[src/rtl/dcache_responder.sv]
// Direct-mapped write-back/write-allocate D-cache, 32-byte lines, line-granular pmem port.
// Latency: a hit gives mem_resp one cycle after the lookup edge; a miss adds pmem wait (plus write-back if dirty).
// Backpressure: requester holds the request until mem_resp; pmem outputs are held until pmem_resp. DCACHE_PERF_CNT_EN adds hit/miss counters.
module dcache_responder #(
  parameter int S_INDEX = 3
) (
  input  logic         clk,
  input  logic         rst,
  input  logic [31:0]  mem_address,
  input  logic         mem_read,
  input  logic         mem_write,
  input  logic [31:0]  mem_wdata,
  input  logic [3:0]   mem_byte_enable,
  output logic         mem_resp,
  output logic [31:0]  mem_rdata,
  output logic [31:0]  pmem_address,
  output logic         pmem_read,
  output logic         pmem_write,
  output logic [255:0] pmem_wdata,
  input  logic [255:0] pmem_rdata,
  input  logic         pmem_resp
`ifdef DCACHE_PERF_CNT_EN
  ,
  output logic [31:0]  perf_hits,
  output logic [31:0]  perf_misses
`endif
);

  localparam int SETS  = 1 << S_INDEX;
  localparam int TAG_W = 27 - S_INDEX;

  typedef enum logic [1:0] {
    IDLE,
    WB,
    FETCH,
    RESP
  } state_t;

  state_t state, state_nxt;

  logic [SETS-1:0]    valid_q;
  logic [SETS-1:0]    dirty_q;
  logic [TAG_W-1:0]   tag_arr  [SETS];
  logic [255:0]       line_arr [SETS];

  logic [TAG_W-1:0]   req_tag;
  logic [S_INDEX-1:0] req_idx;
  logic [2:0]         req_word;
  logic               req_vld;
  logic               hit;
  logic [255:0]       cur_line;
  logic               unused_addr_bits;

  assign req_tag          = mem_address[31:5+S_INDEX];
  assign req_idx          = mem_address[4+S_INDEX:5];
  assign req_word         = mem_address[4:2];
  assign req_vld          = mem_read | mem_write;
  assign hit              = valid_q[req_idx] && (tag_arr[req_idx] == req_tag);
  assign cur_line         = line_arr[req_idx];
  assign unused_addr_bits = ^mem_address[1:0];

  // All outputs decode from the async-reset state, so they drop as soon as rst falls.
  always_comb begin
    state_nxt    = state;
    mem_resp     = 1'b0;
    mem_rdata    = '0;
    pmem_read    = 1'b0;
    pmem_write   = 1'b0;
    pmem_address = '0;
    pmem_wdata   = '0;
    case (state)
      IDLE: begin
        if (req_vld) begin
          if (hit)
            state_nxt = RESP;
          else if (valid_q[req_idx] && dirty_q[req_idx])
            state_nxt = WB;
          else
            state_nxt = FETCH;
        end
      end
      WB: begin
        pmem_write   = 1'b1;
        pmem_address = {tag_arr[req_idx], req_idx, 5'b0};
        pmem_wdata   = cur_line;
        if (pmem_resp)
          state_nxt = FETCH;
      end
      FETCH: begin
        pmem_read    = 1'b1;
        pmem_address = {req_tag, req_idx, 5'b0};
        if (pmem_resp)
          state_nxt = RESP;
      end
      RESP: begin
        mem_resp  = 1'b1;
        mem_rdata = cur_line[{req_word, 5'b0} +: 32];
        state_nxt = IDLE;
      end
      default: state_nxt = IDLE;
    endcase
  end

  always_ff @(posedge clk or negedge rst) begin
    if (!rst) begin
      state   <= IDLE;
      valid_q <= '0;
      dirty_q <= '0;
    end else begin
      state <= state_nxt;
      if (state == WB && pmem_resp)
        dirty_q[req_idx] <= 1'b0;
      if (state == FETCH && pmem_resp) begin
        valid_q[req_idx] <= 1'b1;
        dirty_q[req_idx] <= 1'b0;
      end
      if (state == RESP && mem_write && (mem_byte_enable != 4'b0))
        dirty_q[req_idx] <= 1'b1;
    end
  end

  // Tag and data storage carry no reset; valid_q alone decides whether they mean anything.
  always_ff @(posedge clk) begin
    if (state == FETCH && pmem_resp) begin
      line_arr[req_idx] <= pmem_rdata;
      tag_arr[req_idx]  <= req_tag;
    end else if (state == RESP && mem_write) begin
      for (int b = 0; b < 4; b++) begin
        if (mem_byte_enable[b])
          line_arr[req_idx][{req_word, 2'(b), 3'b000} +: 8] <= mem_wdata[8*b +: 8];
      end
    end
  end

`ifdef DCACHE_PERF_CNT_EN
  always_ff @(posedge clk or negedge rst) begin
    if (!rst) begin
      perf_hits   <= '0;
      perf_misses <= '0;
    end else if (state == IDLE && req_vld) begin
      if (hit)
        perf_hits <= perf_hits + 32'd1;
      else
        perf_misses <= perf_misses + 32'd1;
    end
  end
`endif

  // Simultaneous read and write is a requester bug; the FSM serves it as a write.
  assert property (@(posedge clk) disable iff (!rst) !(mem_read && mem_write))
    else $error("dcache_responder: mem_read and mem_write asserted together");

endmodule
[config.mk]
export PLATFORM = sky130hd
export DESIGN_NAME = dcache_responder
export DESIGN_NICKNAME = d
export VERILOG_FILES = /design/src/rtl/dcache_responder.sv
export SDC_FILE = /design/constraint.sdc
export NUM_CORES = 2
export LEC_CHECK = 0
export CAP_MARGIN = 20
export CORE_ASPECT_RATIO = 0.5
export CORE_MARGIN = 5
export CORE_UTILIZATION = 55
export CTS_BUF_LIST = sky130_fd_sc_hd__clkbuf_16
export CTS_CLUSTER_SIZE = 10
export DETAILED_ROUTE_END_ITERATION = 8
export PLACE_DENSITY_LB_ADDON = 0.3
export REMOVE_ABC_BUFFERS = 1
export SYNTH_ARGS = -nofsm -noshare
export SYNTH_HDL_FRONTEND = slang
export SYNTH_SLANG_ARGS = --single-unit
[constraint.sdc]
create_clock -name clk -period 3.9 [get_ports clk]
set_input_delay 0.78 -clock clk [delete_from_list [all_inputs] [get_ports clk]]
set_output_delay 0.78 -clock clk [all_outputs]
set_load 0.05 [all_outputs]
==> flow_metrics.tcl <==
set metrics [dict create \
    dpl_cell_area_um2 113000 \
    htreeDepth 5 \
    die_y_um 300 \
    leakagePower_nw 44.9 \
    required_ns 3.12 \
    worstMarginPinSlew_ns 1.19 \
    nets 8216 \
    ios 652 \
    grt-busiest-layer "met2" \
    dpl.cell_count 9597 \
    grtUsageMet1_pct 47.6 \
    globalplace.congestion 0.985 \
    start_util_pct 55.3 \
    irDropWorstVdd_mv 0.399 \
    status "finished, violations left" \
    min_path_type "in -> async" \
    grt_max_degree 65 \
    via_per_inst 6.89 \
    placeableCoreArea_um2 167000 \
    cts_buffers 268 \
    finalHoldViolCount 0 \
    synthCells 5856 \
    finClkSkew_ns 0.0395 \
    start_kind "primary input" \
    use_met3_pct 12.3 \
    drive_above_1_share_pct 35.3 \
    tritoncts "built" \
    end_kind "output pin" \
    first_pass_iters 9 \
    dieArea_um2 176000 \
    grt_usage_pct 37.9 \
    final_cell_mix "2240 x edfxtp_1, 1344 x buf_4, 485 x nor2_1" \
    synth.distinct_cells 63 \
    rows 106 \
    drcViolationCount 0 \
    clock_sinks 2258 \
    synth.yosys.seq_area_share_pct 73.4 \
    drt_iter0_markers 11500 \
    die_x_um 589 \
    ys_ff_latch 2258 \
    grt_pass1_vias 68400 \
    final-instance-count-excl-fill 10100 \
    holdWs_ns 0.449 \
    layout_commonest_cell "edfxtp_1" \
    ys_warn_count 0 \
    clk_pin_slew_worst_paths_ns 0.05 \
    nFillCells 9124 \
    relSlewSlack_pct 20.1 \
    fin_ws_ns -0.298 \
    cts_hold_buf 0 \
    fmaxAchievable_ghz 0.238 \
    vias 69900 \
    synth_edf_count 2240 \
    area_delta_synth_final_pct 35.4 \
    synth-async-reset-ratio_pct 0.797 \
    clkLatencyLatePin_ns 0.85 \
    synth.cell_area_um2 92200 \
    dp_hpwl_mm 227 \
    clockBufferDepth 4 \
    avgSynthCellArea_um2 15.7 \
    fin_area_um2 125000 \
    clock-root-buffer "clkbuf_16" \
    path_class "in -> out" \
    rsz0062_at_grt "yes" \
    violations "negative setup slack" \
    power_density_nw_per_um2 518 \
    overflow 0 \
    setup_viol 32 \
    finalCritPeriodShare_pct 108 \
    maxCapViolations 0 \
    grt_pass1_wl_mm 480 \
    finalMaxSlewViolations 0 \
    portBuffers 644 \
    wirelength_mm 357 \
    crit_fanout 6 \
    post-route-min-period_ns 4.20 \
    drtAntennaViolNets 0 \
    ys.flop_type "edfxtp_1" \
    grt_antenna_before_repair 25 \
    globalRouteMet2Util_pct 58.4 \
    wl_per_cell_um 35.1 \
    arrival_ns 3.42 \
]
-- synthesized netlist by cell type (all sizes together), types with 6 or more instances --
| master | count | area share, % |
|---|---|---|
| inv | 10 | 0.041 |
| clkbuf | 214 | 0.87 |
| a21boi | 6 | 0.049 |
| nor3 | 19 | 0.11 |
| o21ai | 325 | 1.8 |
| buf | 209 | 1.2 |
| a222oi | 29 | 0.31 |
| a21oi | 91 | 0.49 |
| and3 | 18 | 0.12 |
| a31oi | 21 | 0.14 |
| mux4 | 137 | 3.3 |
| dfrtp | 18 | 0.49 |
| nor2 | 501 | 2.0 |
| or3 | 9 | 0.061 |
| a221oi | 164 | 1.6 |
| a211oi | 11 | 0.090 |
| mux2 | 242 | 3.0 |
| o221ai | 9 | 0.085 |
| o22ai | 46 | 0.31 |
| ha | 10 | 0.14 |
| xor2 | 7 | 0.066 |
| nand2 | 508 | 2.1 |
| xnor2 | 8 | 0.076 |
| and2 | 119 | 0.81 |
| or2 | 12 | 0.081 |
| nand3 | 42 | 0.23 |
| o2bb2ai | 9 | 0.085 |
| nand2b | 6 | 0.041 |
| mux2i | 160 | 1.7 |
| nor2b | 27 | 0.18 |
| nand4 | 43 | 0.29 |
| edfxtp | 2240 | 73 |
| a22o | 42 | 0.40 |
| and4 | 17 | 0.16 |
| a22oi | 361 | 2.9 |
| o211a | 31 | 0.34 |
| o22a | 7 | 0.066 |
| a221o | 91 | 0.99 |
-- critical path, cell delays in order --
cell,delay [ns]
buf_16,0.16
buf_16,0.17
buf_12,0.15
mux2_2,0.35
a221oi_1,0.41
o22ai_1,0.36
mux4_2,0.59
o211a_1,0.26
buf_12,0.15
-- final cells by class --
cell class	count	area, um2	area share [%]
Clock buffer	277	6930	5.55
Antenna cell	14	35.0	0.0280
Sequential cell	2258	67700	54.2
Multi-Input combinational cell	3168	24100	19.3
Inverter	11	57.6	0.0461
Timing Repair Buffer	2170	23100	18.5
Tap cell	2214	2770	2.22
Clock inverter	36	249	0.199
-- logic make-up after synthesis --
logic type      share of synthesized area, %
compound gates                          9.83
xor+xnor                               0.142
fa+ha+maj                              0.136
buf+inv                                 2.09
flops                                   73.4
mux                                     8.04
other cells                          0.00407
simple gates                            6.33
-- per-stage QoR --
stage / setup TNS, ns / worst slack, ns / util (%) / power [mW]
after floorplan: -1994.01 / -6.83 / - / 34.4
after global placement: -9.13 / -0.319 / 67.9 / 41.8
after detailed placement: -10.74 / -0.383 / 67.9 / 42.1
after CTS: -0.830 / -0.143 / 73.5 / 63.7
after global routing: -4.03 / -0.282 / 74.8 / 65.9
final: -4.00 / -0.298 / 74.9 / 64.6
-- flip-flops by register name (all words and copies together), names as in the netlist, named ones only --
name / cells
tag_arr: 192
valid_q: 8
line_arr: 2048
dirty_q: 7
state: 2
-- layer usage --
layer	vias to the layer above	wire length (um)
met5	-	223
met4	20	26900
met3	1646	58300
met2	6826	160000
met1	34200	111000
li1	27200	-
-- report_power, final --
part           internal (mW)  switching (mW)  leakage [nW]
logic                   5.80            8.95          20.8
registers               27.7           0.261          20.4
clock network           12.6            9.37          3.60
-- timing repair --
item	4_1_cts	5_1_grt
setup buffers	98	104
endpoints found under the setup margin	59	43
gates resized for setup	218	239
cloned	17	18
pin swaps	58	82
-- final timing paths --
check,startpoint,to,slack [ns],cells after the start
max,mem_address[5],mem_rdata[21],-0.30,9
min,rst,dirty_q[4]$_DFF_PN0_,0.45,1
max reg2reg,state[0]$_DFFE_PN0P_,line_arr[5][29]$_DFFE_PP_,0.57,9
min reg2reg,valid_q[7]$_DFFE_PN0P_,valid_q[7]$_DFFE_PN0P_,0.46,1
max in group asynchronous,rst,valid_q[1]$_DFFE_PN0P_,2.92,1
min in group clk,valid_q[7]$_DFFE_PN0P_,valid_q[7]$_DFFE_PN0P_,0.46,1
(Power assumes the default switching activity.)
